File: src/rtl/top_master_pkg.sv
// Shared definitions for the microwave-oven controller: oven states,
// UART receiver states, VGA 640x480 timing, UART command bytes and
// small helpers for time clamping and 7-segment decoding.
package top_master_pkg;

    typedef enum logic [1:0] {
        ST_IDLE = 2'd0,
        ST_COOK = 2'd1,
        ST_DONE = 2'd2
    } state_t;

    typedef enum logic [1:0] {
        RX_IDLE  = 2'd0,
        RX_START = 2'd1,
        RX_DATA  = 2'd2,
        RX_STOP  = 2'd3
    } rx_state_t;

    localparam logic [5:0] MAX_UNIT = 6'd59;

    // VGA 640x480, counted in pixel-enable periods
    localparam logic [9:0] H_ACTIVE     = 10'd640;
    localparam logic [9:0] H_SYNC_START = 10'd656;
    localparam logic [9:0] H_SYNC_END   = 10'd751;
    localparam logic [9:0] H_TOTAL      = 10'd800;
    localparam logic [9:0] V_ACTIVE     = 10'd480;
    localparam logic [9:0] V_SYNC_START = 10'd490;
    localparam logic [9:0] V_SYNC_END   = 10'd491;
    localparam logic [9:0] V_TOTAL      = 10'd525;

    localparam logic [7:0] CMD_UP    = 8'h55;  // 'U'
    localparam logic [7:0] CMD_DWN   = 8'h44;  // 'D'
    localparam logic [7:0] CMD_START = 8'h53;  // 'S'

    function automatic logic [5:0] clamp_unit(input logic [5:0] v);
        return (v > MAX_UNIT) ? MAX_UNIT : v;
    endfunction

    // Tens digit of a 0..59 value
    function automatic logic [3:0] tens_of(input logic [5:0] v);
        if (v >= 6'd50)      return 4'd5;
        else if (v >= 6'd40) return 4'd4;
        else if (v >= 6'd30) return 4'd3;
        else if (v >= 6'd20) return 4'd2;
        else if (v >= 6'd10) return 4'd1;
        else                 return 4'd0;
    endfunction

    function automatic logic [3:0] ones_of(input logic [5:0] v);
        return 4'(v - 6'(tens_of(v)) * 6'd10);
    endfunction

    // Active-low segments ordered {g,f,e,d,c,b,a}
    function automatic logic [6:0] seg_decode(input logic [3:0] d);
        case (d)
            4'd0:    return 7'h40;
            4'd1:    return 7'h79;
            4'd2:    return 7'h24;
            4'd3:    return 7'h30;
            4'd4:    return 7'h19;
            4'd5:    return 7'h12;
            4'd6:    return 7'h02;
            4'd7:    return 7'h78;
            4'd8:    return 7'h00;
            4'd9:    return 7'h10;
            default: return 7'h7F;
        endcase
    endfunction

endpackage

File: src/rtl/top_master_debounce.sv
// Button conditioner: 2-FF synchronizer followed by a stability filter.
// A new level is accepted only after DEBOUNCE_CYCLES consecutive cycles
// of disagreement with the current accepted level; an accepted rising
// edge produces a single-cycle pulse.
module top_master_debounce #(
    parameter int DEBOUNCE_CYCLES = 1_000_000
) (
    input  logic i_clk,
    input  logic i_rst,
    input  logic i_raw,
    output logic o_pulse
);

    localparam int              CW     = $clog2(DEBOUNCE_CYCLES + 1);
    localparam logic [CW-1:0]   RELOAD = CW'(DEBOUNCE_CYCLES - 1);

    logic [1:0]    r_sync;
    logic          r_stable;
    logic [CW-1:0] r_cnt;
    logic          r_pulse;
    logic          w_sync;

    assign w_sync  = r_sync[1];
    assign o_pulse = r_pulse;

    // Bring the raw button into the clock domain
    always_ff @(posedge i_clk) begin
        if (i_rst) r_sync <= 2'b00;
        else       r_sync <= {r_sync[0], i_raw};
    end

    // Down-count while the input disagrees with the accepted level
    always_ff @(posedge i_clk) begin
        if (i_rst) begin
            r_cnt    <= '0;
            r_stable <= 1'b0;
            r_pulse  <= 1'b0;
        end else begin
            r_pulse <= 1'b0;
            if (w_sync == r_stable) begin
                r_cnt <= RELOAD;
            end else if (r_cnt == '0) begin
                r_stable <= w_sync;
                r_pulse  <= w_sync;
            end else begin
                r_cnt <= r_cnt - 1'b1;
            end
        end
    end

endmodule

File: src/rtl/top_master.sv
// Microwave-oven controller top level: MM:SS cook timer, 8-digit
// multiplexed 7-segment display, status LEDs and a 640x480 VGA state
// colour. Optional UART command input enabled by defining UART_CMD_EN.
//
// state   | meaning
// --------+---------------------------------------------
// ST_IDLE | time adjustable by up/down, start begins cook
// ST_COOK | counting down once per tick, buttons ignored
// ST_DONE | reached 00:00, start reloads preset -> idle
module top_master
    import top_master_pkg::*;
#(
    parameter int CLK_HZ          = 100_000_000,
    parameter int DEBOUNCE_CYCLES = 1_000_000,
    parameter int REFRESH_CYCLES  = 100_000,
    parameter int TICK_CYCLES     = CLK_HZ,
    parameter int CLKS_PER_BIT    = 868
) (
    input  logic       sys_clk,
    input  logic       sys_rst,
    input  logic       btn_up,
    input  logic       btn_dwn,
    input  logic       btn_start,
    input  logic       rx,
    input  logic [5:0] load_minutes,
    input  logic [5:0] load_seconds,
    output logic [7:0] AN,
    output logic [6:0] display,
    output logic       DP,
    output logic [15:0] LED,
    output logic       start,
    output logic       idle,
    output logic       Hsynq,
    output logic       Vsynq,
    output logic [3:0] Red,
    output logic [3:0] Green,
    output logic [3:0] Blue
);

    localparam int            TW        = $clog2(TICK_CYCLES);
    localparam logic [TW-1:0] TICK_LAST = TW'(TICK_CYCLES - 1);
    localparam int            RW        = $clog2(REFRESH_CYCLES);
    localparam logic [RW-1:0] REF_LAST  = RW'(REFRESH_CYCLES - 1);

    state_t        r_state, w_state_nxt;
    logic [5:0]    r_min, r_sec, w_min_nxt, w_sec_nxt;
    logic [TW-1:0] r_tick;
    logic          w_tick;
    logic          w_btn_up_p, w_btn_dwn_p, w_btn_start_p;
    logic          w_uart_up, w_uart_dwn, w_uart_start;
    logic          w_up_p, w_dwn_p, w_start_p;

    top_master_debounce #(.DEBOUNCE_CYCLES(DEBOUNCE_CYCLES)) u_deb_up (
        .i_clk(sys_clk), .i_rst(sys_rst), .i_raw(btn_up), .o_pulse(w_btn_up_p));
    top_master_debounce #(.DEBOUNCE_CYCLES(DEBOUNCE_CYCLES)) u_deb_dwn (
        .i_clk(sys_clk), .i_rst(sys_rst), .i_raw(btn_dwn), .o_pulse(w_btn_dwn_p));
    top_master_debounce #(.DEBOUNCE_CYCLES(DEBOUNCE_CYCLES)) u_deb_start (
        .i_clk(sys_clk), .i_rst(sys_rst), .i_raw(btn_start), .o_pulse(w_btn_start_p));

`ifdef UART_CMD_EN
    localparam int            UW       = $clog2(CLKS_PER_BIT);
    localparam logic [UW-1:0] BIT_LAST = UW'(CLKS_PER_BIT - 1);
    localparam logic [UW-1:0] HALF     = UW'(CLKS_PER_BIT / 2 - 1);

    rx_state_t     r_rx_state, w_rx_state_nxt;
    logic [1:0]    r_rx_sync;
    logic [UW-1:0] r_rx_cnt;
    logic [2:0]    r_rx_bit;
    logic [7:0]    r_rx_shift;
    logic [7:0]    r_rx_byte;
    logic          r_rx_valid;
    logic          w_rx;
    logic          w_rx_cnt_zero;

    assign w_rx          = r_rx_sync[1];
    assign w_rx_cnt_zero = (r_rx_cnt == '0);

    // Receiver state register
    always_ff @(posedge sys_clk) begin
        if (sys_rst) r_rx_state <= RX_IDLE;
        else         r_rx_state <= w_rx_state_nxt;
    end

    // Receiver next state; a start bit gone high by mid-bit is dropped
    always_comb begin
        w_rx_state_nxt = r_rx_state;
        case (r_rx_state)
            RX_IDLE:  if (!w_rx) w_rx_state_nxt = RX_START;
            RX_START: if (w_rx_cnt_zero) w_rx_state_nxt = w_rx ? RX_IDLE : RX_DATA;
            RX_DATA:  if (w_rx_cnt_zero && r_rx_bit == 3'd7) w_rx_state_nxt = RX_STOP;
            RX_STOP:  if (w_rx_cnt_zero) w_rx_state_nxt = RX_IDLE;
            default:  w_rx_state_nxt = RX_IDLE;
        endcase
    end

    // Receiver datapath: mid-bit sampling with a reloading down-counter
    always_ff @(posedge sys_clk) begin
        if (sys_rst) begin
            r_rx_sync  <= 2'b11;
            r_rx_cnt   <= '0;
            r_rx_bit   <= '0;
            r_rx_shift <= '0;
            r_rx_byte  <= '0;
            r_rx_valid <= 1'b0;
        end else begin
            r_rx_sync  <= {r_rx_sync[0], rx};
            r_rx_valid <= 1'b0;
            case (r_rx_state)
                RX_IDLE: begin
                    r_rx_cnt <= HALF;
                    r_rx_bit <= '0;
                end
                RX_START: begin
                    if (w_rx_cnt_zero) r_rx_cnt <= BIT_LAST;
                    else               r_rx_cnt <= r_rx_cnt - 1'b1;
                end
                RX_DATA: begin
                    if (w_rx_cnt_zero) begin
                        r_rx_shift <= {w_rx, r_rx_shift[7:1]};
                        r_rx_bit   <= r_rx_bit + 3'd1;
                        r_rx_cnt   <= BIT_LAST;
                    end else begin
                        r_rx_cnt <= r_rx_cnt - 1'b1;
                    end
                end
                RX_STOP: begin
                    if (w_rx_cnt_zero) begin
                        r_rx_valid <= w_rx;
                        r_rx_byte  <= r_rx_shift;
                    end else begin
                        r_rx_cnt <= r_rx_cnt - 1'b1;
                    end
                end
                default: r_rx_cnt <= '0;
            endcase
        end
    end

    assign w_uart_up    = r_rx_valid && (r_rx_byte == CMD_UP);
    assign w_uart_dwn   = r_rx_valid && (r_rx_byte == CMD_DWN);
    assign w_uart_start = r_rx_valid && (r_rx_byte == CMD_START);
`else
    logic w_unused_rx;
    assign w_unused_rx  = rx;
    assign w_uart_up    = 1'b0;
    assign w_uart_dwn   = 1'b0;
    assign w_uart_start = 1'b0;
`endif

    assign w_up_p    = w_btn_up_p    | w_uart_up;
    assign w_dwn_p   = w_btn_dwn_p   | w_uart_dwn;
    assign w_start_p = w_btn_start_p | w_uart_start;

    // Countdown second tick, restarted on every entry to cooking
    always_ff @(posedge sys_clk) begin
        if (sys_rst || r_state != ST_COOK || r_tick == TICK_LAST) r_tick <= '0;
        else                                                     r_tick <= r_tick + 1'b1;
    end

    assign w_tick = (r_state == ST_COOK) && (r_tick == TICK_LAST);

    // Oven state and time registers
    always_ff @(posedge sys_clk) begin
        if (sys_rst) begin
            r_state <= ST_IDLE;
            r_min   <= clamp_unit(load_minutes);
            r_sec   <= clamp_unit(load_seconds);
        end else begin
            r_state <= w_state_nxt;
            r_min   <= w_min_nxt;
            r_sec   <= w_sec_nxt;
        end
    end

    // Next state and time; in idle start beats up beats down
    always_comb begin
        w_state_nxt = r_state;
        w_min_nxt   = r_min;
        w_sec_nxt   = r_sec;
        case (r_state)
            ST_IDLE: begin
                if (w_start_p) begin
                    if (r_min != 6'd0 || r_sec != 6'd0) w_state_nxt = ST_COOK;
                end else if (w_up_p) begin
                    if (r_min < MAX_UNIT) w_min_nxt = r_min + 6'd1;
                end else if (w_dwn_p) begin
                    if (r_min != 6'd0) w_min_nxt = r_min - 6'd1;
                end
            end
            ST_COOK: begin
                if (w_tick) begin
                    if (r_sec != 6'd0) begin
                        w_sec_nxt = r_sec - 6'd1;
                        if (r_min == 6'd0 && r_sec == 6'd1) w_state_nxt = ST_DONE;
                    end else begin
                        w_sec_nxt = MAX_UNIT;
                        w_min_nxt = r_min - 6'd1;
                    end
                end
            end
            ST_DONE: begin
                w_min_nxt = 6'd0;
                w_sec_nxt = 6'd0;
                if (w_start_p) begin
                    w_state_nxt = ST_IDLE;
                    w_min_nxt   = clamp_unit(load_minutes);
                    w_sec_nxt   = clamp_unit(load_seconds);
                end
            end
            default: w_state_nxt = ST_IDLE;
        endcase
    end

    assign idle  = (r_state == ST_IDLE);
    assign start = (r_state == ST_COOK);

    logic [15:0] r_led;
    assign LED = r_led;

    // Status LEDs
    always_ff @(posedge sys_clk) begin
        if (sys_rst) r_led <= '0;
        else         r_led <= {(r_state == ST_DONE) ? 2'b11 : 2'b00,
                               r_state == ST_COOK, r_state == ST_IDLE, r_min, r_sec};
    end

    logic [RW-1:0] r_refresh;
    logic [1:0]    r_digit;
    logic [7:0]    r_an;
    logic [6:0]    r_seg;
    logic          r_dp;
    logic [3:0]    w_digit_val;

    // Digit scan timer
    always_ff @(posedge sys_clk) begin
        if (sys_rst) begin
            r_refresh <= '0;
            r_digit   <= '0;
        end else if (r_refresh == REF_LAST) begin
            r_refresh <= '0;
            r_digit   <= r_digit + 2'd1;
        end else begin
            r_refresh <= r_refresh + 1'b1;
        end
    end

    // Digit value for the scanned position: sec ones, sec tens, min ones, min tens
    always_comb begin
        w_digit_val = '0;
        case (r_digit)
            2'd0:    w_digit_val = ones_of(r_sec);
            2'd1:    w_digit_val = tens_of(r_sec);
            2'd2:    w_digit_val = ones_of(r_min);
            default: w_digit_val = tens_of(r_min);
        endcase
    end

    // Display drivers; DP marks the minutes-ones digit as the separator
    always_ff @(posedge sys_clk) begin
        if (sys_rst) begin
            r_an  <= 8'hFF;
            r_seg <= 7'h7F;
            r_dp  <= 1'b1;
        end else begin
            r_an  <= {4'hF, ~(4'b0001 << r_digit)};
            r_seg <= seg_decode(w_digit_val);
            r_dp  <= (r_digit != 2'd2);
        end
    end

    assign AN      = r_an;
    assign display = r_seg;
    assign DP      = r_dp;

    logic [1:0]  r_pix_div;
    logic [9:0]  r_hcnt, r_vcnt;
    logic        r_hs, r_vs;
    logic [11:0] r_rgb;
    logic        w_pix_en;

    assign w_pix_en = (r_pix_div == 2'd3);

    // VGA pixel raster counters
    always_ff @(posedge sys_clk) begin
        if (sys_rst) begin
            r_pix_div <= '0;
            r_hcnt    <= '0;
            r_vcnt    <= '0;
        end else begin
            r_pix_div <= r_pix_div + 2'd1;
            if (w_pix_en) begin
                if (r_hcnt == H_TOTAL - 10'd1) begin
                    r_hcnt <= '0;
                    r_vcnt <= (r_vcnt == V_TOTAL - 10'd1) ? 10'd0 : r_vcnt + 10'd1;
                end else begin
                    r_hcnt <= r_hcnt + 10'd1;
                end
            end
        end
    end

    // VGA syncs and state colour
    always_ff @(posedge sys_clk) begin
        if (sys_rst) begin
            r_hs  <= 1'b1;
            r_vs  <= 1'b1;
            r_rgb <= '0;
        end else begin
            r_hs <= !(r_hcnt >= H_SYNC_START && r_hcnt <= H_SYNC_END);
            r_vs <= !(r_vcnt >= V_SYNC_START && r_vcnt <= V_SYNC_END);
            if (r_hcnt < H_ACTIVE && r_vcnt < V_ACTIVE) begin
                case (r_state)
                    ST_IDLE: r_rgb <= 12'h0F0;
                    ST_COOK: r_rgb <= 12'hF00;
                    ST_DONE: r_rgb <= 12'h00F;
                    default: r_rgb <= 12'h000;
                endcase
            end else begin
                r_rgb <= '0;
            end
        end
    end

    assign Hsynq = r_hs;
    assign Vsynq = r_vs;
    assign Red   = r_rgb[11:8];
    assign Green = r_rgb[7:4];
    assign Blue  = r_rgb[3:0];

endmodule

File: config.mk
export PLATFORM = sky130hd
export DESIGN_NAME = top_master
export DESIGN_NICKNAME = d
export VERILOG_FILES = /design/src/rtl/top_master_pkg.sv /design/src/rtl/top_master_debounce.sv /design/src/rtl/top_master.sv
export SDC_FILE = /design/constraint.sdc
export NUM_CORES = 1
export LEC_CHECK = 0
export CAP_MARGIN = 25
export CORE_MARGIN = 2
export CORE_UTILIZATION = 55
export CTS_BUF_LIST = sky130_fd_sc_hd__clkbuf_4 sky130_fd_sc_hd__clkbuf_8
export DETAILED_ROUTE_END_ITERATION = 8
export PLACE_DENSITY_LB_ADDON = 0.1
export RECOVER_POWER = 25
export SLEW_MARGIN = 40
export SYNTH_ARGS = -nofsm -noshare
export SYNTH_HDL_FRONTEND = slang
export SYNTH_SLANG_ARGS = --single-unit
File: constraint.sdc
create_clock -name sys_clk -period 3.3 [get_ports sys_clk]
set_input_delay 0.66 -clock sys_clk [delete_from_list [all_inputs] [get_ports sys_clk]]
set_output_delay 0.66 -clock sys_clk [all_outputs]
set_load 0.02 [all_outputs]
* Yosys cells after proc, flatten, opt, wreduce, memory -nomap -nowiden
Memory sizes are Yosys's and may differ from the RTL's. A register that Yosys moved wholly into a read port is not among the register bits.
Index checks and enable logic that the tools add are counted.
** Storage, ports and cells
- Flip-flop bits (word level) :: 193
- ROM bits :: 112
- Input port bits :: 18
- Output and inout port bits :: 48
- Memories :: 1
** Operators by class
- Add/sub/neg operators :: 14
- Multipliers :: 2
- $lt $le $gt $ge :: 19
- Eq/ne operators :: 30
- Shift operators :: 1
- Multiplexer cells :: 47
- Bitwise gates (word level) :: 8
- Reductions and logical operators :: 35
** Memory list
- (no name shown) :: words 16, bits a word 7, read ports 1, clocked after memory_dff 1, wr ports 0, RTL line top_master_pkg.sv:55 : case (d)
** Operators with widths (count)
- two-way mux 20 bit :: 6
- two-way mux 6 bit :: 15
- logical NOT 20 bit :: 3
- subtractor 20 x 1 -> 20 bit (second input constant) :: 3
- case mux 12 bit (3 select lines) :: 1
- adder 27 x 1 -> 27 bit (second input constant) :: 1
- == test 27 bit (second input constant) :: 1
- >= comparator 6 x 5 -> 1 bit (second input constant) :: 4
- >= comparator 6 bit (second input constant) :: 4
- two-way mux 2 bit :: 11
- adder 10 x 1 -> 10 bit (second input constant) :: 2
- == test 10 bit (second input constant) :: 2
- two-way mux 10 bit :: 2
- != test 2 x 1 -> 1 bit (second input constant) :: 10
- case mux 6 bit (3 select lines) :: 1
- adder 17 x 1 -> 17 bit (second input constant) :: 1
- == test 17 bit (second input constant) :: 1
- >= comparator 6 x 4 -> 1 bit (second input constant) :: 2
- > comparator 6 bit (second input constant) :: 2
- two-way mux 3 bit :: 4
- case mux 4 bit (3 select lines) :: 1
- case mux 6 bit (2 select lines) :: 1
- nonzero test 6 bit :: 2
- subtractor 6 x 1 -> 6 bit (second input constant) :: 2
- other kinds (38) :: 74

* Depth between registers and ports, before layout
- Depth in word-level cells :: 10
- Gate-level depth with buffers :: 16
- Mapped depth without buffers :: 15

* Hierarchy
From an unflattened synthesis, not the netlist that was laid out.
** Second synthesis, totals
- Cell total of the unflattened synthesis :: 1112
- Area total of the unflattened synthesis :: 9520.4 um2
** Modules (own cells, without submodules)
- top_master :: times used 1, cells each 685, area each 5875.6 um2, sequential area each 2382.3 um2
- top_master_debounce at u_deb_dwn ... :: times used 2, cells each 143, area each 1217.4 um2, sequential area each 480.5 um2
- top_master_debounce at u_deb_up :: times used 1, cells each 141, area each 1209.9 um2, sequential area each 480.5 um2

* Worst setup path before layout
Ideal clock, no wire load.
- Path kind :: register to register
- From :: register r_min[3]
- To :: register r_seg[4] (netlist: display[4])
- Library setup time :: 0.116 ns
- Data arrival time :: 3.313 ns
- Setup slack :: -0.130 ns
- Stages on the path, launching flop included :: 14
- Clock period less this slack :: 3.430 ns
- Cell sequence :: edfxtp_1 -> clkbuf_1 -> clkbuf_1 -> inv_1 -> a2111oi_0 -> a21oi_1 -> or2_2 -> fa_1 -> xor2_1 -> nor3_1 -> nand3b_1 -> a21oi_1 -> or4b_2 -> o211a_1
** On the way
- Cells in the longest elaborated chain, start to end :: 10
- Elaborated cells between the ends (all ways) :: 14
- Those cells by class :: 1 x add/sub; 1 x mul; 5 x order compare; 7 x mux
** RTL lines
- start: declaration :: RTL line top_master.sv:46 : logic [5:0] r_min, r_sec, w_min_nxt, w_sec_nxt;
- start signal: assignment :: RTL line top_master.sv:166 : r_min <= clamp_unit(load_minutes);
- start signal: assignment :: RTL line top_master.sv:170 : r_min <= w_min_nxt;
- >= comparator 6 x 4 -> 1 bit :: RTL line top_master_pkg.sv:45 : else if (v >= 6'd10) return 4'd1;
- two-way mux 1 bit :: RTL line top_master_pkg.sv:45
- two-way mux 2 bit :: RTL line top_master_pkg.sv:44 : else if (v >= 6'd20) return 4'd2;
- two-way mux 2 bit :: RTL line top_master_pkg.sv:43 : else if (v >= 6'd30) return 4'd3;
- two-way mux 3 bit :: RTL line top_master_pkg.sv:42 : else if (v >= 6'd40) return 4'd4;
- two-way mux 3 bit :: RTL line top_master_pkg.sv:41 : if (v >= 6'd50) return 4'd5;
- two-way mux 4 bit :: RTL line top_master.sv:250 : case (r_digit)
- multiplier 4 x 3 -> 3 bit :: RTL line top_master_pkg.sv:50 : return 4'(v - 6'(tens_of(v)) * 6'd10);
- subtractor 4 bit :: RTL line top_master_pkg.sv:50
- case mux 4 bit (3 select lines) * :: RTL line top_master.sv:250
- end: declaration :: RTL line top_master.sv:230 : logic [6:0] r_seg;
Every way passes the cells marked *; elsewhere a longest branch is shown, timed or not. The select of a mux whose other input is x is not followed.
A chain may end at the register's enable or synchronous reset.

* Final worst setup path
- From :: register r_min[1]
- To :: register r_seg[4] (netlist: display[4])
The elaborated chain is that of the path after synthesis.

==> impl_metrics.prom <==
# TYPE chip_impl_metric gauge
chip_impl_metric{name="grt_antenna_before_repair",unit=""} 0
chip_impl_metric{name="critical_path_arrival",unit="ns"} 3.47
chip_impl_metric{name="grtUsageTotal",unit=""} 0.201
chip_impl_info{name="hp-class",value="register to register"} 1
chip_impl_metric{name="p_int",unit="uW"} 3630
chip_impl_metric{name="final-instance-count-excl-fill",unit=""} 1319
chip_impl_metric{name="cts.sinks",unit=""} 185
chip_impl_metric{name="post-route-min-period",unit="ns"} 3.11
chip_impl_metric{name="htree_num_levels",unit=""} 4
chip_impl_metric{name="maxSlewViolCount",unit=""} 0
chip_impl_metric{name="rr_worst_depth",unit=""} 14
chip_impl_metric{name="worst_slack",unit="ns"} 0.188
chip_impl_metric{name="synth-edff-count",unit=""} 12
chip_impl_metric{name="power_switching",unit="uW"} 1230
chip_impl_metric{name="portBuffers",unit=""} 60
chip_impl_metric{name="drtIter0Drc",unit=""} 499
chip_impl_metric{name="grt_overflow",unit=""} 0
chip_impl_metric{name="netSwitchingFraction",unit=""} 0.254
chip_impl_metric{name="clk_pin_slew_worst_paths",unit="ns"} 0.09
chip_impl_info{name="top_delay_family_on_crit_path",value="simple AND/OR/NAND/NOR gates"} 1
chip_impl_info{name="path_cells",value="buf_6 > ha_2 > nor3_1 > nand3_1 > o21a_1 > a21oi_1 > or2_4 > fa_1 > xor2_1 > nor3_1 > nand3b_1 > a21oi_2 > or4b_2 > o211a_1"} 1
chip_impl_metric{name="grt_start_max_net_pins",unit=""} 41
chip_impl_metric{name="synth_cell_type_count",unit=""} 65
chip_impl_metric{name="core_region_area",unit="sq mm"} 0.0159
chip_impl_metric{name="power.share.clock",unit=""} 0.369
chip_impl_metric{name="vdd_ir_drop_max",unit="V"} 0.000345
chip_impl_metric{name="clock_skew",unit="ns"} 0.0147
chip_impl_metric{name="place.detailed.hpwl",unit="um"} 11900
chip_impl_info{name="worst_hold_startpoint",value="r_pix_div[0]$_SDFF_PP0_"} 1
chip_impl_metric{name="wire_per_inst",unit="um"} 13.0
chip_impl_metric{name="final_antenna_net_count",unit=""} 0
chip_impl_info{name="timing.setup.critical_path_class",value="register to register"} 1
chip_impl_metric{name="detailedRoute.firstPassIterationCount",unit=""} 5
chip_impl_metric{name="global_route_wire_length_before_repair",unit="um"} 29400
chip_impl_metric{name="timing.critical_path.fanout_max",unit=""} 4
chip_impl_metric{name="power.share.sequential",unit=""} 0.496
chip_impl_metric{name="detailedPlace.worstSlack",unit="ns"} 0.0860
chip_impl_metric{name="final.period_utilization",unit=""} 0.943
chip_impl_metric{name="netlist.area_leader.share",unit=""} 0.387
chip_impl_metric{name="cts_hold_buffers_added",unit=""} 0
chip_impl_info{name="postSynth.topFlopCell",value="dfxtp_1"} 1
chip_impl_metric{name="finalHoldViolCount",unit=""} 0
chip_impl_info{name="endpoint_kind",value="register"} 1
chip_impl_info{name="synth_most_common_cell",value="dfxtp_1"} 1
chip_impl_metric{name="max_slew.worst_pin.slew",unit="ns"} 1.32
chip_impl_metric{name="layout-drive-gt1-share",unit=""} 0.0734
chip_impl_metric{name="synth_area",unit="sq mm"} 0.00894
chip_impl_metric{name="slew-limit-headroom",unit=""} 0.118
chip_impl_metric{name="worstPathBufferInverterCount",unit=""} 1
chip_impl_metric{name="synth-seq-cells",unit=""} 185
chip_impl_metric{name="asr_flop_ratio_synth",unit=""} 0
chip_impl_metric{name="leakage",unit="uW"} 0.00378
chip_impl_metric{name="comb_pwr_share",unit=""} 0.135
chip_impl_info{name="tritoncts_clock_tree",value="built"} 1
chip_impl_info{name="path_common_cell",value="nor3_1"} 1
chip_impl_metric{name="r2r_setup_slack",unit="ns"} 0.19
chip_impl_metric{name="max-cap-violations",unit=""} 0
chip_impl_metric{name="clk-insertion-delay-late",unit="ns"} 0.46
chip_impl_metric{name="vias",unit=""} 7121
chip_impl_metric{name="first_global_vias",unit=""} 6414
chip_impl_metric{name="final.fill_count",unit=""} 1409
chip_impl_metric{name="postRouteWirelength",unit="um"} 17100
chip_impl_metric{name="hold_slack",unit="ns"} 0.414
chip_impl_metric{name="layout.area.seq",unit="sq mm"} 0.00382
chip_impl_metric{name="design.die.area",unit="sq mm"} 0.0173
chip_impl_metric{name="start_util",unit=""} 0.563
chip_impl_metric{name="number_of_diodes_added_for_antenna_fixing",unit=""} 0
chip_impl_info{name="post_synth_main_area_contributors",value="dfxtp_1 (39%), nor2_1 (6.4%), xor2_1 (5.2%), xnor2_1 (4.9%), ha_1 (4.6%)"} 1
chip_impl_metric{name="clock.fmax",unit="GHz"} 0.321
chip_impl_metric{name="die_height",unit="um"} 132
chip_impl_metric{name="pin_count",unit=""} 66
chip_impl_metric{name="post-route-util",unit=""} 0.646
chip_impl_metric{name="crit_path_max_incr_delay",unit="ns"} 0.63
chip_impl_metric{name="place.gp.congestion",unit=""} 0.815
chip_impl_metric{name="tritoncts.num_buffers",unit=""} 17
chip_impl_metric{name="crit_required",unit="ns"} 3.66
chip_impl_metric{name="syn-instance-count",unit=""} 1038
chip_impl_metric{name="pwr_density_cell",unit="mW/mm^2"} 474
chip_impl_metric{name="setup_viol",unit=""} 0
chip_impl_metric{name="yosysSeqAreaShare",unit=""} 0.428
chip_impl_info{name="netlist.top_cell.by_area",value="dfxtp_1"} 1
chip_impl_metric{name="die_w",unit="um"} 132
chip_impl_info{name="timing.rr.start",value="r_min[1]$_DFFE_PP_"} 1
chip_impl_info{name="cts_root_buf",value="clkbuf_8"} 1
chip_impl_metric{name="multi_input_gate_area",unit="sq mm"} 0.00474
chip_impl_metric{name="layout.nets",unit=""} 1143
chip_impl_info{name="worst_r2r_endpoint",value="display[4]$_SDFF_PP1_"} 1
chip_impl_metric{name="syn_area_per_cell",unit="sq um"} 8.61
chip_impl_metric{name="yosys_warnings",unit=""} 0
chip_impl_metric{name="worstHoldPathCells",unit=""} 1
chip_impl_info{name="status",value="completed"} 1
chip_impl_metric{name="avgViaCountPerCell",unit=""} 5.40
chip_impl_metric{name="std_cell_rows",unit=""} 46
chip_impl_info{name="worst_setup_path_start_kind",value="register"} 1
chip_impl_metric{name="area.growth.synth_to_final",unit="%"} 14.7
chip_impl_metric{name="cts.path.max_buffers",unit=""} 2
chip_impl_info{name="synth_commonest_cells",value="dfxtp_1 (173), nor2_1 (152), nand2_1 (67)"} 1
chip_impl_info{name="cp_slowest_cell",value="or4b_2"} 1
chip_impl_metric{name="detail_route.drc_violations",unit=""} 0
chip_impl_metric{name="dp_cells",unit=""} 1283
chip_impl_info{name="holdPathEnd",value="r_pix_div[0]$_SDFF_PP0_"} 1
[metrics by stage]
stage                     total power (uW)  area, sq um   TNS, ns
after floorplan                       2880         8960         0
after global placement                3090         9720         0
after detailed placement              3100         9720         0
after CTS                             4880        10200         0
after global routing                  5080        10300  -0.00179
final                                 4860        10300         0
[repair_timing]
action,4_1_cts,5_1_grt
resized for setup,0,12
buffers inserted,0,4
endpoints found under the setup margin,0,7
[cells by family (layout without fill, tap and decap cells)]
| logic type | after synthesis | in the layout | synth area share |
|---|---|---|---|
| AO/OA/AOI/OAI | 161 | 161 | 0.108 |
| XOR/XNOR | 103 | 103 | 0.101 |
| adder cells (fa/ha/maj) | 36 | 36 | 0.0518 |
| buffers and inverters | 95 | 157 | 0.0463 |
| flip-flops | 185 | 185 | 0.428 |
| multiplexers | 7 | 7 | 0.00784 |
| other | 1 | 4 | 0.000419 |
| AND/OR/NAND/NOR | 450 | 450 | 0.257 |
[final cells by class]
cell class                 count  share of cell area
inverter                      38              0.0139
clock inverter                15              0.0239
tap                          216              0.0263
multi-input combinational    761               0.462
timing repair buffer          87              0.0781
clock buffer                  17              0.0228
sequential                   185               0.373
[per-layer routing]
layer | vias up | share of wire | global-route usage
met5 | - | 0 | 0
met4 | 0 | 0.012 | 0.0568
met3 | 17 | 0.041 | 0.0440
met2 | 131 | 0.46 | 0.330
met1 | 3300 | 0.48 | 0.269
li1 | 3673 | - | -
[cells in the final DEF (no fill, tap or decap), types with 20 or more instances in the layout]
master,netlist,layout
inv_1,38,37
nor2b_1,20,20
nand2_1,67,66
xor2_1,53,53
a21oi_1,66,64
clkdlybuf4s50_1,0,56
or3_1,20,20
nand2b_1,22,22
nor2_1,152,152
buf_4,15,22
nor3_1,29,29
dfxtp_1,173,173
xnor2_1,50,50
o21ai_0,40,40
nand3_1,37,37
ha_1,33,32
[power by group through the flow]
stage                     Combinational, uW  Sequential (uW)  Clock (uW)
final                                   658             2410        1790
after global routing                    730             2420        1930
after CTS                               641             2410        1830
after detailed placement                638             2460           0
after global placement                  633             2460           0
after floorplan                         379             2500           0
[how the worst max path moves through the flow]
stage | startpoint | to | slack (ns) | depth (start not counted)
3_5_place_dp | r_min[1]$_DFFE_PP_ | display[4]$_SDFF_PP1_ | 0.09 | 12
6_report | r_min[1]$_DFFE_PP_ | display[4]$_SDFF_PP1_ | 0.19 | 14
5_1_grt | r_min[1]$_DFFE_PP_ | display[4]$_SDFF_PP1_ | -0.002 | 14
3_3_place_gp | r_sec[1]$_DFFE_PP_ | display[3]$_SDFF_PP1_ | 0.14 | 12
2_1_floorplan | r_min[4]$_DFFE_PP_ | display[4]$_SDFF_PP1_ | 0.04 | 11
4_1_cts | r_min[1]$_DFFE_PP_ | display[4]$_SDFF_PP1_ | 0.06 | 12
[flip-flops by register name (all words and copies together) (netlist names), 3 cells and up]
name,flops
r_hcnt,10
r_min,6
r_vcnt,10
AN,4
u_deb_start.r_cnt,20
display,7
u_deb_dwn.r_cnt,20
r_rgb,3
u_deb_up.r_cnt,20
LED,15
r_sec,6
r_refresh,17
r_tick,27
Power figures use the tool's default switching activity.
